$ cat src/rtl/cache_stage1_ctrl_pkg.sv
// Shared types and default geometry for the stage-1 cache controller.
// The optional store/fill merge is enabled by defining CACHE_STAGE1_WRITE_MERGE_EN.
package cache_types;

    localparam int CACHE_WAYS       = 4;
    localparam int CACHE_SETS       = 16;
    localparam int CACHE_LINE_BYTES = 32;
    localparam int CACHE_ADDR_W     = 32;
    localparam int CACHE_OFF_W      = $clog2(CACHE_LINE_BYTES);
    localparam int CACHE_SET_W      = $clog2(CACHE_SETS);
    localparam int CACHE_TAG_W      = CACHE_ADDR_W - CACHE_SET_W - CACHE_OFF_W;
    localparam int CACHE_WAY_W      = $clog2(CACHE_WAYS);

    typedef enum logic [1:0] {
        S_RUN    = 2'd0,
        S_FILL   = 2'd1,
        S_STORE  = 2'd2,
        S_BUBBLE = 2'd3
    } stage1_state_t;

    typedef struct packed {
        logic [CACHE_ADDR_W-1:0] addr;
        logic [CACHE_TAG_W-1:0]  tag;
        logic [CACHE_SET_W-1:0]  set;
        logic [CACHE_OFF_W-1:0]  offset;
        logic [3:0]              rmask;
        logic [3:0]              wmask;
        logic [31:0]             wdata;
    } stage_reg_t;

endpackage

$ cat src/rtl/cache_stage1_ctrl_if.sv
// Upstream request port of the stage-1 cache controller.
interface cache_stage1_ctrl_if #(
    parameter int ADDR_W = 32
);
    logic [ADDR_W-1:0] ufp_addr;
    logic [3:0]        ufp_rmask;
    logic [3:0]        ufp_wmask;
    logic [31:0]       ufp_wdata;
    logic              req_ready;

    modport master (output ufp_addr, ufp_rmask, ufp_wmask, ufp_wdata, input req_ready);
    modport slave  (input ufp_addr, ufp_rmask, ufp_wmask, ufp_wdata, output req_ready);
endinterface

$ cat src/rtl/cache_stage1_ctrl_plru.sv
// Tree-PLRU victim decode: walk from the root, bit==1 goes to child 2i+1, bit==0 to 2i+2.
module plru_victim #(
    parameter int WAYS  = 4,
    parameter int WAY_W = $clog2(WAYS)
) (
    input  logic [WAYS-2:0]  plru_bits,
    output logic [WAY_W-1:0] way
);
    localparam int NODE_W = $clog2(2*WAYS-1);

    logic [2*WAYS-2:0] tree;
    logic [NODE_W-1:0] node;

    // Leaf slots are padded with zeros so the walk can index the tree uniformly.
    assign tree = {{WAYS{1'b0}}, plru_bits};

    always_comb begin
        node = '0;
        for (int l = 0; l < WAY_W; l++) begin
            node = tree[node] ? NODE_W'(2*node + 1) : NODE_W'(2*node + 2);
        end
        way = WAY_W'(node - NODE_W'(WAYS-1));
    end
endmodule

$ cat src/rtl/cache_stage1_ctrl.sv
// Stage-1 controller of the pipelined write-back cache: request capture, PLRU fill, store writes.
// Define CACHE_STAGE1_WRITE_MERGE_EN to merge a pending store into the fill line.
module cache_stage1_ctrl
    import cache_types::*;
#(
    parameter  int WAYS       = 4,
    parameter  int SETS       = 16,
    parameter  int LINE_BYTES = 32,
    parameter  int ADDR_W     = 32,
    localparam int OFF_W      = $clog2(LINE_BYTES),
    localparam int SET_W      = $clog2(SETS),
    localparam int TAG_W      = ADDR_W - SET_W - OFF_W,
    localparam int WAY_W      = $clog2(WAYS)
) (
    input  logic                                 clk,
    input  logic                                 rst,
    cache_stage1_ctrl_if.slave                   ufp,
    input  logic [WAYS-2:0]                      plru_bits,
    input  logic                                 miss,
    input  logic                                 store_hit,
    input  logic [WAY_W-1:0]                     hit_way,
    input  logic [8*LINE_BYTES-1:0]              dfp_rdata,
    input  logic                                 dfp_resp,
    output logic [WAYS-1:0]                      web,
    output logic [WAYS-1:0][8*LINE_BYTES-1:0]    data_in,
    output logic [WAYS-1:0][TAG_W-1:0]           tag_in,
    output logic [WAYS-1:0]                      valid_in,
    output logic [LINE_BYTES-1:0]                data_wmask,
    output logic [WAY_W-1:0]                     victim_way,
    output logic                                 write_done,
    output stage_reg_t                           stage_reg
);
    if (WAYS != CACHE_WAYS || SETS != CACHE_SETS ||
        LINE_BYTES != CACHE_LINE_BYTES || ADDR_W != CACHE_ADDR_W) begin : g_param_check
        $error("cache_stage1_ctrl parameters must match cache_types geometry");
    end

    stage1_state_t      state, state_nxt;
    stage_reg_t         req_next;
    logic               capture, latch_victim, req_ready;
    logic [WAY_W-1:0]   plru_way;
    logic [OFF_W-3:0]   word;
    logic [8*LINE_BYTES-1:0] fill_line;

    function automatic logic [LINE_BYTES-1:0] store_mask(input logic [3:0] m, input logic [OFF_W-3:0] w);
        return {{(LINE_BYTES-4){1'b0}}, m} << {w, 2'b00};
    endfunction

    function automatic logic [8*LINE_BYTES-1:0] store_line(input logic [31:0] d, input logic [OFF_W-3:0] w);
        return {{(8*LINE_BYTES-32){1'b0}}, d} << {w, 5'b00000};
    endfunction

`ifdef CACHE_STAGE1_WRITE_MERGE_EN
    function automatic logic [8*LINE_BYTES-1:0] byte_expand(input logic [LINE_BYTES-1:0] m);
        logic [8*LINE_BYTES-1:0] r;
        for (int b = 0; b < LINE_BYTES; b++) r[8*b +: 8] = {8{m[b]}};
        return r;
    endfunction
`endif

    plru_victim #(.WAYS(WAYS), .WAY_W(WAY_W)) u_plru (
        .plru_bits (plru_bits),
        .way       (plru_way)
    );

    assign word          = stage_reg.offset[OFF_W-1:2];
    assign ufp.req_ready = req_ready;

    always_comb begin
        req_next        = '0;
        req_next.addr   = ufp.ufp_addr;
        req_next.tag    = ufp.ufp_addr[ADDR_W-1 -: TAG_W];
        req_next.set    = ufp.ufp_addr[OFF_W +: SET_W];
        req_next.offset = ufp.ufp_addr[OFF_W-1:0];
        req_next.rmask  = ufp.ufp_rmask;
        req_next.wmask  = ufp.ufp_wmask;
        req_next.wdata  = ufp.ufp_wdata;
    end

`ifdef CACHE_STAGE1_WRITE_MERGE_EN
    logic [8*LINE_BYTES-1:0] merge_bytes;
    assign merge_bytes = byte_expand(store_mask(stage_reg.wmask, word));
    assign fill_line   = (stage_reg.wmask != 4'b0)
                       ? ((dfp_rdata & ~merge_bytes) | (store_line(stage_reg.wdata, word) & merge_bytes))
                       : dfp_rdata;
`else
    assign fill_line   = dfp_rdata;
`endif

    always_ff @(posedge clk or negedge rst) begin
        if (!rst) begin
            state      <= S_RUN;
            stage_reg  <= '0;
            victim_way <= '0;
        end else begin
            state <= state_nxt;
            if (capture)      stage_reg  <= req_next;
            if (latch_victim) victim_way <= plru_way;
        end
    end

    always_comb begin
        state_nxt    = state;
        req_ready    = 1'b0;
        capture      = 1'b0;
        latch_victim = 1'b0;
        web          = '1;
        data_in      = '0;
        tag_in       = '0;
        valid_in     = '0;
        data_wmask   = '1;
        write_done   = 1'b0;
        unique case (state)
            S_RUN: begin
                // miss outranks store_hit: the line must be present before any store lands.
                if (miss) begin
                    state_nxt    = S_FILL;
                    latch_victim = 1'b1;
                end else if (store_hit) begin
                    state_nxt = S_STORE;
                end else begin
                    req_ready = 1'b1;
                    capture   = 1'b1;
                end
            end
            S_FILL: begin
                if (dfp_resp) begin
                    web[victim_way] = 1'b0;
                    data_in         = {WAYS{fill_line}};
                    tag_in          = {WAYS{stage_reg.tag}};
                    valid_in        = '1;
`ifdef CACHE_STAGE1_WRITE_MERGE_EN
                    write_done      = (stage_reg.wmask != 4'b0);
`endif
                    state_nxt       = S_BUBBLE;
                end
            end
            S_STORE: begin
                web[hit_way] = 1'b0;
                data_wmask   = store_mask(stage_reg.wmask, word);
                data_in      = {WAYS{store_line(stage_reg.wdata, word)}};
                tag_in       = {WAYS{stage_reg.tag}};
                valid_in     = '1;
                write_done   = 1'b1;
                state_nxt    = S_BUBBLE;
            end
            S_BUBBLE: state_nxt = S_RUN;
            default:  state_nxt = S_RUN;
        endcase
    end
endmodule

$ cat src/flat_wrapper.sv
// flat-port wrapper written by rule: the top's interface ports become plain ports
module cache_stage1_ctrl_flat import cache_types::*;
#(
    parameter  int WAYS       = 4,
    parameter  int SETS       = 16,
    parameter  int LINE_BYTES = 32,
    parameter  int ADDR_W     = 32,
    localparam int OFF_W      = $clog2(LINE_BYTES),
    localparam int SET_W      = $clog2(SETS),
    localparam int TAG_W      = ADDR_W - SET_W - OFF_W,
    localparam int WAY_W      = $clog2(WAYS)
)
  (clk, rst, plru_bits, miss, store_hit, hit_way, dfp_rdata, dfp_resp, web, data_in, tag_in, valid_in, data_wmask, victim_way, write_done, stage_reg, ufp_ufp_addr, ufp_ufp_rmask, ufp_ufp_wmask, ufp_ufp_wdata, ufp_req_ready);
  cache_stage1_ctrl_if #(.ADDR_W(ADDR_W)) ufp_i ();
  input  logic clk;
  input  logic rst;
  input  logic [WAYS-2:0] plru_bits;
  input  logic miss;
  input  logic store_hit;
  input  logic [WAY_W-1:0] hit_way;
  input  logic [8*LINE_BYTES-1:0] dfp_rdata;
  input  logic dfp_resp;
  output logic [WAYS-1:0] web;
  output logic [WAYS-1:0][8*LINE_BYTES-1:0] data_in;
  output logic [WAYS-1:0][TAG_W-1:0] tag_in;
  output logic [WAYS-1:0] valid_in;
  output logic [LINE_BYTES-1:0] data_wmask;
  output logic [WAY_W-1:0] victim_way;
  output logic write_done;
  output stage_reg_t stage_reg;
  input wire logic [$bits(ufp_i.ufp_addr)-1:0] ufp_ufp_addr;
  input wire logic [$bits(ufp_i.ufp_rmask)-1:0] ufp_ufp_rmask;
  input wire logic [$bits(ufp_i.ufp_wmask)-1:0] ufp_ufp_wmask;
  input wire logic [$bits(ufp_i.ufp_wdata)-1:0] ufp_ufp_wdata;
  output wire logic [$bits(ufp_i.req_ready)-1:0] ufp_req_ready;
  assign ufp_i.ufp_addr = ufp_ufp_addr;
  assign ufp_i.ufp_rmask = ufp_ufp_rmask;
  assign ufp_i.ufp_wmask = ufp_ufp_wmask;
  assign ufp_i.ufp_wdata = ufp_ufp_wdata;
  assign ufp_req_ready = ufp_i.req_ready;
  cache_stage1_ctrl #(.WAYS(WAYS), .SETS(SETS), .LINE_BYTES(LINE_BYTES), .ADDR_W(ADDR_W)) u_core (.clk(clk), .rst(rst), .ufp(ufp_i), .plru_bits(plru_bits), .miss(miss), .store_hit(store_hit), .hit_way(hit_way), .dfp_rdata(dfp_rdata), .dfp_resp(dfp_resp), .web(web), .data_in(data_in), .tag_in(tag_in), .valid_in(valid_in), .data_wmask(data_wmask), .victim_way(victim_way), .write_done(write_done), .stage_reg(stage_reg));
endmodule
$ cat config.mk
export PLATFORM = sky130hd
export DESIGN_NAME = cache_stage1_ctrl_flat
export DESIGN_NICKNAME = d
export VERILOG_FILES = /design/src/rtl/cache_stage1_ctrl_pkg.sv /design/src/rtl/cache_stage1_ctrl_if.sv /design/src/rtl/cache_stage1_ctrl_plru.sv /design/src/rtl/cache_stage1_ctrl.sv /design/src/flat_wrapper.sv
export SDC_FILE = /design/constraint.sdc
export NUM_CORES = 1
export LEC_CHECK = 0
export ABC_AREA = 1
export CORE_AREA = 5 5 617 619
export CTS_CLUSTER_DIAMETER = 40
export DETAILED_ROUTE_END_ITERATION = 16
export DIE_AREA = 0 0 622 624
export GPL_ROUTABILITY_DRIVEN = 0
export PLACE_DENSITY = 0.3
export SETUP_SLACK_MARGIN = 0.4
export SLEW_MARGIN = 0
export SYNTH_ARGS = -nofsm -noshare
export SYNTH_HDL_FRONTEND = slang
export SYNTH_SLANG_ARGS = --single-unit
$ cat constraint.sdc
create_clock -name clk -period 2.2 [get_ports clk]
set_clock_uncertainty 0.15 [all_clocks]
set_input_delay 0.22 -clock clk [delete_from_list [all_inputs] [get_ports clk]]
set_output_delay 0.22 -clock clk [all_outputs]
set_load 0.03 [all_outputs]
-- After elaboration in Yosys (flattened, before gate mapping)
Cells that the tools add are included.
- bits of input ports: 338
- register bits after elaboration: 108
- output and inout port bits: 1264
- logic and storage cells: 57
- order comparisons: 5
- muxes and demuxes: 27
- shifts and indexed selects: 2
- reductions and logical operators: 4
- bitwise gates (word level): 2
- $add $sub $neg: 3
- equal/unequal tests: 5
- operators by type and width (cell ; number):
    $pmux W1024 S2 ; 1
    $mux W1024 ; 1
    $shl A32 B8 Y256 ; 1
    $pmux W92 S2 ; 1
    $mux W92 ; 1
    $mux W32 ; 1
    $shl A4 B5 Y32 ; 1
    $pmux W4 S2 ; 2
    $mux W2 ; 5
    $mux W1 ; 9
    $mux W4 ; 2
    $not A4 Y4 ; 2
    $pmux W2 S4 ; 1
    $lt A2 B3 Y1 const B ; 2
    $demux W1 S2 ; 2
    $eq A2 B2 Y1 const B ; 2
    $ge A2 B1 Y1 const B ; 2
    $lt A2 B4 Y1 const B ; 1
    $bmux W1 S3 ; 1
    $ne A3 B3 Y1 const B ; 1
    $add A2 B1 Y2 const B ; 1
    $add A2 B2 Y2 const B ; 1
    $eq A2 B1 Y1 const B ; 1
    $logic_and A1 B1 Y1 ; 2
    other kinds (4) ; 4

-- Depth between registers and ports, before layout
Gate-level depths: netlist of run 1.
- depth in word-level cells: 7
- gate-level depth with buffers: 9
- mapped depth without buffers: 7

-- Cells and area by module
Synthesis of run 1 repeated with hierarchy kept, for this count alone.
- cells, all modules: 2461
- area, all modules: 14949.3 µm²
- by module, submodules not included (module ; cells an instance ; seq. area each (µm²) ; times used ; area each (µm²)):
    cache_stage1_ctrl ; 2455 ; 1901.8 ; 1 ; 14921.8
    plru_victim ; 6 ; 0.0 ; 1 ; 27.5

-- Worst setup path after synthesis of run 1
Ideal clock, no wire load.
- path kind: flip-flop to output port
- from: register u_core.state[0]
- to: output port tag_in[23] (netlist name)
- required time: 1.830 ns
- stages on the path, launching flop included: 9
- slack: -0.750 ns
- arrival time: 2.580 ns
- buffers on the path: 2
- cells stage by stage: dfrtp_1 -> inv_1 -> ha_1 -> inv_2 -> a21oi_2 -> inv_1 -> clkbuf_1 -> nor2_1 -> buf_4
- RTL lines (what ; RTL line ; source):
    from (decl) ; cache_stage1_ctrl.sv:38 ; stage1_state_t state, state_nxt;
    from (signal assigned) ; cache_stage1_ctrl.sv:96 ; state <= state_nxt;
    to (decl) ; flat_wrapper.sv:25 ; output logic [WAYS-1:0][TAG_W-1:0] tag_in;

==> results_dict.tcl, run 1 <==
set metrics [dict create \
    run_status "finished, violations left" \
    violations "setup timing" \
    final_layout_size_suffix_gt1_frac 0.6300 \
    grt_pass1_wl_mm 286.2 \
    grt_overflow_total 0 \
    crit_fanout 4 \
    grt_pass1_vias 21690 \
    worst_slack_ps -833.6 \
    cp_num_cells 14 \
    critPathTopFamily "buffers and inverters" \
    slowest_delay_ps 400 \
    post-route-period-util 1.379 \
    crit_type "reg2out" \
    cp_num_buf_inv 10 \
    cts_tree "done" \
    use_met2 0.2105 \
    clk_latency_ps 550 \
    period_needed_ps 3034 \
    ir_drop_v 0.0005242 \
    largest_register_ffs 72 \
    final.setup.tns_ps -804080 \
    grt_setup_unrepaired "yes" \
    cp_slowest_cell "dfrtp_1" \
    ioPinCount 1602 \
    die_w_um 622 \
    maxCapViolations 0 \
    worst_setup_path_end_kind "output pin" \
    crit_chain "inv_2 -> ha_4 -> nand2_4 -> buf_8 -> inv_8 -> buf_16 -> buf_12 -> buf_12 -> buf_16 -> buf_12 -> nand2_4 -> a21oi_4 -> buf_12 -> buf_6" \
    clk_pin_slew_ps 100 \
    area_delta_synth_final_pct 213.7 \
    dp_hpwl_mm 211.3 \
    post-route-util 0.1255 \
    arrival_ps 2660 \
    power.leakage_nw 18.05 \
    r2r_start "u_core.state[0]" \
    r2r_slack_ps 140 \
    met3_usage 0.04592 \
    n_fill_cell 42680 \
    finalHoldViolations 0 \
    required_ps 1830 \
    route.antenna.remaining_nets 0 \
    grt_util_met1 0.1265 \
    syn_avg_cell_area_sq_um 6.092 \
    drv_slew 0 \
    synthCells 2458 \
    maxSlewHeadroom 0.6391 \
    start_util 0.03999 \
    die_h_um 624 \
    grt_max_degree 47 \
    cp_common_cell "buf_12" \
    final_common_cell "buf_4" \
    viasPerCell 2.398 \
    tightest_slew_ps 540.8 \
    design.core.area_sq_um 374400 \
    power_density_nw_per_um2 1377 \
    io_buffer_count 1601 \
    cts_sinks 76 \
    cts_made_buffers 13 \
    rows 225 \
    cts_root_buf "clkbuf_16" \
    ys_warn_count 0 \
    ys_types 18 \
    cts_buffer_depth 3 \
    fmax_ghz 0.3296 \
    setup_viol 1165 \
    worstHoldPathType "in2async" \
    netlist_area_sq_um 14970 \
    via_count 20920 \
    mostFrequentLayoutCells "766 x buf_4, 633 x buf_12, 394 x clkdlybuf4s50_1, 333 x nand2_1, 282 x buf_6" \
    antenna_found_initial 133 \
    drc 0 \
    die-area_sq_um 388100 \
    busiest_layer "met2" \
    seq_area_frac_synth 0.1270 \
    ys_ff_latch 76 \
    drt-total-wl_mm 240.5 \
    synth_fp_nets 2800 \
    worst_setup_path_start_kind "flop" \
    reg2regPathDepth 10 \
    first_pass_iters 5 \
    drt_iter0_drc 921 \
    wire_per_inst_um 27.57 \
    grt_usage 0.1165 \
    htreeDepth 3 \
    final_nets 4051 \
    timing.rr.end "u_core.stage_reg[42]" \
]
## how the worst max path moves through the flow
stage | from | to | slack (ps)
after floorplan | u_core.state[0] | tag_in[23] | -60
after global placement | dfp_resp | data_in[236] | -790
after detailed placement | dfp_resp | data_in[236] | -700
after CTS | u_core.state[0] | data_in[798] | -940
after global routing | u_core.state[0] | data_in[682] | -940
final | u_core.state[0] | data_in[682] | -830
## metrics by stage
stage	worst slack (ps)	hold WS, ps	area [sq um]	total power, mW	instances
4_1_cts	-944.6	4.288	44540	64.12	8663
3_5_place_dp	-695.6	72.72	40960	55.80	8535
3_3_place_gp	-794.2	68.28	40960	55.94	8535
2_1_floorplan	-55.78	-225.6	18320	28.59	2458
5_1_grt	-939.7	45.58	46950	67.80	8712
6_report	-833.6	57.17	46980	64.69	8725
## Yosys cell counts
cell type / instances / area share
nand2_2: 2 / 0.00084
clkbuf_1: 42 / 0.011
buf_6: 3 / 0.0023
a21oi_2: 1 / 0.00059
buf_2: 53 / 0.018
inv_1: 130 / 0.033
a21oi_1: 193 / 0.065
buf_1: 10 / 0.0025
nor2_4: 1 / 0.00075
o21ai_0: 101 / 0.034
dfrtp_1: 76 / 0.13
buf_4: 904 / 0.45
nand2_1: 404 / 0.10
nand3_1: 182 / 0.061
nor2_1: 345 / 0.086
ha_1: 4 / 0.0033
inv_2: 6 / 0.0015
clkinv_1: 1 / 0.00025
## cell families (layout without fill, tap and decap cells)
kind of cell	after synthesis	count (layout)	share of synthesized area
simple gates	934	935	0.2502
fa+ha+maj	4	4	0.003343
buf+inv	1149	2401	0.5206
compound gates	295	295	0.09886
other cells	0	20	0
flops	76	76	0.1270
## timing repair
| item | CTS | global route |
|---|---|---|
| pin swaps | 85 | 97 |
| hold buffers | 3 | 0 |
| setup buffers | 86 | 29 |
| gates resized for setup | 452 | 417 |
| gates cloned | 22 | 13 |
| endpoints found under the setup margin | 1269 | 1284 |
| endpoints found under the hold margin | 78 | 0 |
## area by class of cell
| class | count | area [sq um] | share of cell area |
|---|---|---|---|
| Antenna cell | 20 | 50.05 | 0.001065 |
| Inverter | 137 | 594.3 | 0.01265 |
| Clock buffer | 13 | 325.3 | 0.006925 |
| Multi-Input combinational cell | 1234 | 9107 | 0.1939 |
| Clock inverter | 4 | 25.02 | 0.0005327 |
| Timing Repair Buffer | 2247 | 28720 | 0.6113 |
| Tap cell | 4994 | 6248 | 0.1330 |
| Sequential cell | 76 | 1909 | 0.04064 |
## power by group
group | switching [mW] | total, mW | internal [mW] | leakage, nW
Clock | 1.20 | 2.28 | 1.08 | 0.168
Combinational | 35.1 | 59.4 | 24.4 | 17.0
Sequential | 0.883 | 2.97 | 2.09 | 0.932
Total | 37.2 | 64.7 | 27.5 | 18.1
## routing by layer
layer | vias to the layer above | wire (um)
met5 | - | 842
met3 | 306 | 20780
met2 | 1126 | 123300
li1 | 9338 | -
met1 | 10040 | 89220
met4 | 114 | 6427
Power figures use the tool's default switching activity.
==> run 2, diff against run 1 <==
--- a/config.mk
+++ b/config.mk
@@ -13,6 +13,7 @@
 export GPL_ROUTABILITY_DRIVEN = 0
 export PLACE_DENSITY = 0.3
 export SETUP_SLACK_MARGIN = 0.4
+export SKIP_CTS_REPAIR_TIMING = 1
 export SLEW_MARGIN = 0
 export SYNTH_ARGS = -nofsm -noshare
 export SYNTH_HDL_FRONTEND = slang
==> run 2 against run 1 <==
The run still ends with setup timing left. Maximum frequency increased by 0.29%. Non-clock buffer count fell by 104. Setup slack improved by 8.8 ps. Largest cell class unchanged. Register-to-register slack hardly changed. Utilization fell by 1.1 points. Die area unchanged. Sequential share of layout area up 0.40 points. Critical path type unchanged. Final area shrank 9.0%.
==> results_dict.tcl, run 2 (synthesis gave the netlist of run 1 again) <==
set metrics [dict create \
    final_cells 8621 \
    cp_slowest_cell "dfrtp_1" \
    die-area_sq_um 388100 \
    power_density_nw_per_um2 1379 \
    drt_iter0_drc 884 \
    io_buffer_count 1601 \
    n_fill_cell 43080 \
    p_switching_mw 34.90 \
    dp.cells 8535 \
    crit_fanout 9 \
    fmax_ghz 0.3306 \
    via_count 20250 \
    final_layout_size_suffix_gt1_frac 0.5897 \
    reg2regPathDepth 9 \
    crit_chain "inv_2 -> ha_4 -> buf_12 -> inv_4 -> nor2_4 -> buf_12 -> buf_16 -> buf_4 -> nand3_1 -> a21oi_4 -> buf_4" \
    worst_setup_path_start_kind "flop" \
    pwr-share-clk 0.038 \
    area_delta_synth_final_pct 185.5 \
    grt_pass1_vias 20890 \
    grt_setup_unrepaired "yes" \
    maxCapViolations 0 \
    design.core.area_sq_um 374400 \
    p_int_mw 24.07 \
    final_nets 3947 \
    setup.worst_path.start "u_core.state[0]" \
    wire_per_inst_um 27.24 \
    critPathTopFamily "buffers and inverters" \
    drc 0 \
    grt_overflow_total 0 \
    setup_viol 1165 \
    worst_setup_path_end_kind "output pin" \
    crit_type "reg2out" \
    cts_tree "done" \
    cts_made_buffers 13 \
    htreeDepth 3 \
    swShare 0.5918 \
    die_w_um 622 \
    post-route-period-util 1.375 \
    cts_root_buf "clkbuf_16" \
    cts_sinks 76 \
    cp_num_buf_inv 7 \
    ioPinCount 1602 \
    power.leakage_nw 16.56 \
    slowest_delay_ps 400 \
    maxSlewHeadroom 0.6162 \
    start_util 0.03999 \
    dp_hpwl_mm 211.3 \
    r2r_start "u_core.state[1]" \
    antenna_found_initial 129 \
    drv_slew 0 \
    tightest_slew_ps 573.6 \
    run_status "finished, violations left" \
    final_common_cell "buf_4" \
    route.antenna.remaining_nets 0 \
    hold_ws_ps 54.98 \
    p_comb_frac 0.911 \
    grt_max_degree 47 \
    worst_slack_ps -824.8 \
    die_h_um 624 \
    cts_buffer_depth 3 \
    finalHoldViolations 0 \
    final.setup.tns_ps -778220 \
    ir_drop_v 0.0005557 \
    arrival_ps 2650 \
    clk_latency_ps 550 \
    mostFrequentLayoutCells "1032 x buf_4, 602 x buf_12, 395 x clkdlybuf4s50_1, 372 x nand2_1, 242 x nor2_1" \
    required_ps 1830 \
    r2r_slack_ps 150 \
    grt_pass1_wl_mm 276.1 \
    period_needed_ps 3025 \
    drt-total-wl_mm 234.8 \
    clk_pin_slew_ps 90 \
    timing.rr.end "u_core.stage_reg[42]" \
    viasPerCell 2.349 \
    rows 225 \
    violations "setup timing" \
    worstHoldPathType "in2async" \
    largest_register_ffs 72 \
    post-route-util 0.1142 \
    first_pass_iters 5 \
    power_frac_seq 0.050 \
    grt_usage 0.1123 \
]
[run 2: cell count changes in the layout (fill, tap and decap cells not counted), sizes merged]
cell,delta
dlygate4sd3,-2
bufbuf,-1
clkbuf,+10
buf,-112
clkdlybuf4s50,+1
[run 2: cell type report]
| type | count | area [sq um] | share of cell area |
|---|---|---|---|
| clock buffers | 13 | 325.3 | 0.007610 |
| inverters | 137 | 566.8 | 0.01326 |
| diodes | 20 | 50.05 | 0.001171 |
| clock inverters | 4 | 25.02 | 0.0005854 |
| repair buffers | 2143 | 25490 | 0.5962 |
| flip-flops and latches | 76 | 1911 | 0.04469 |
| multi-input cells | 1234 | 8137 | 0.1903 |
| well taps | 4994 | 6248 | 0.1462 |
[run 2: power groups by stage]
stage	registers, mW	clock network (mW)	logic (mW)
2_1_floorplan	3.96	0	24.6
3_3_place_gp	2.99	0	52.9
3_5_place_dp	3.03	0	52.8
4_1_cts	3.01	2.56	52.9
5_1_grt	3.10	2.51	56.5
6_report	2.97	2.26	53.7
[run 2: through the flow]
| stage | power [mW] | setup WS (ps) | cell area (sq um) |
|---|---|---|---|
| after floorplan | 28.59 | -55.78 | 18320 |
| after global placement | 55.94 | -794.2 | 40960 |
| after detailed placement | 55.80 | -695.6 | 40960 |
| after CTS | 58.46 | -1190 | 41310 |
| after global routing | 62.10 | -941.3 | 42710 |
| final | 58.97 | -824.8 | 42750 |
[run 2: metal layers]
metal	track usage	wire, um	part of all wire
met2	0.2055	121300	0.52
met3	0.04693	21250	0.090
met1	0.1207	86640	0.37
met5	0	757	0.0032
met4	0.02120	4846	0.021
[run 2: worst max-delay path by stage]
stage / endpoint / cells past startpoint
2_1_floorplan: tag_in[23] / 8
4_1_cts: data_in[236] / 7
3_5_place_dp: data_in[236] / 6
3_3_place_gp: data_in[236] / 6
6_report: data_in[342] / 11
5_1_grt: data_in[274] / 11
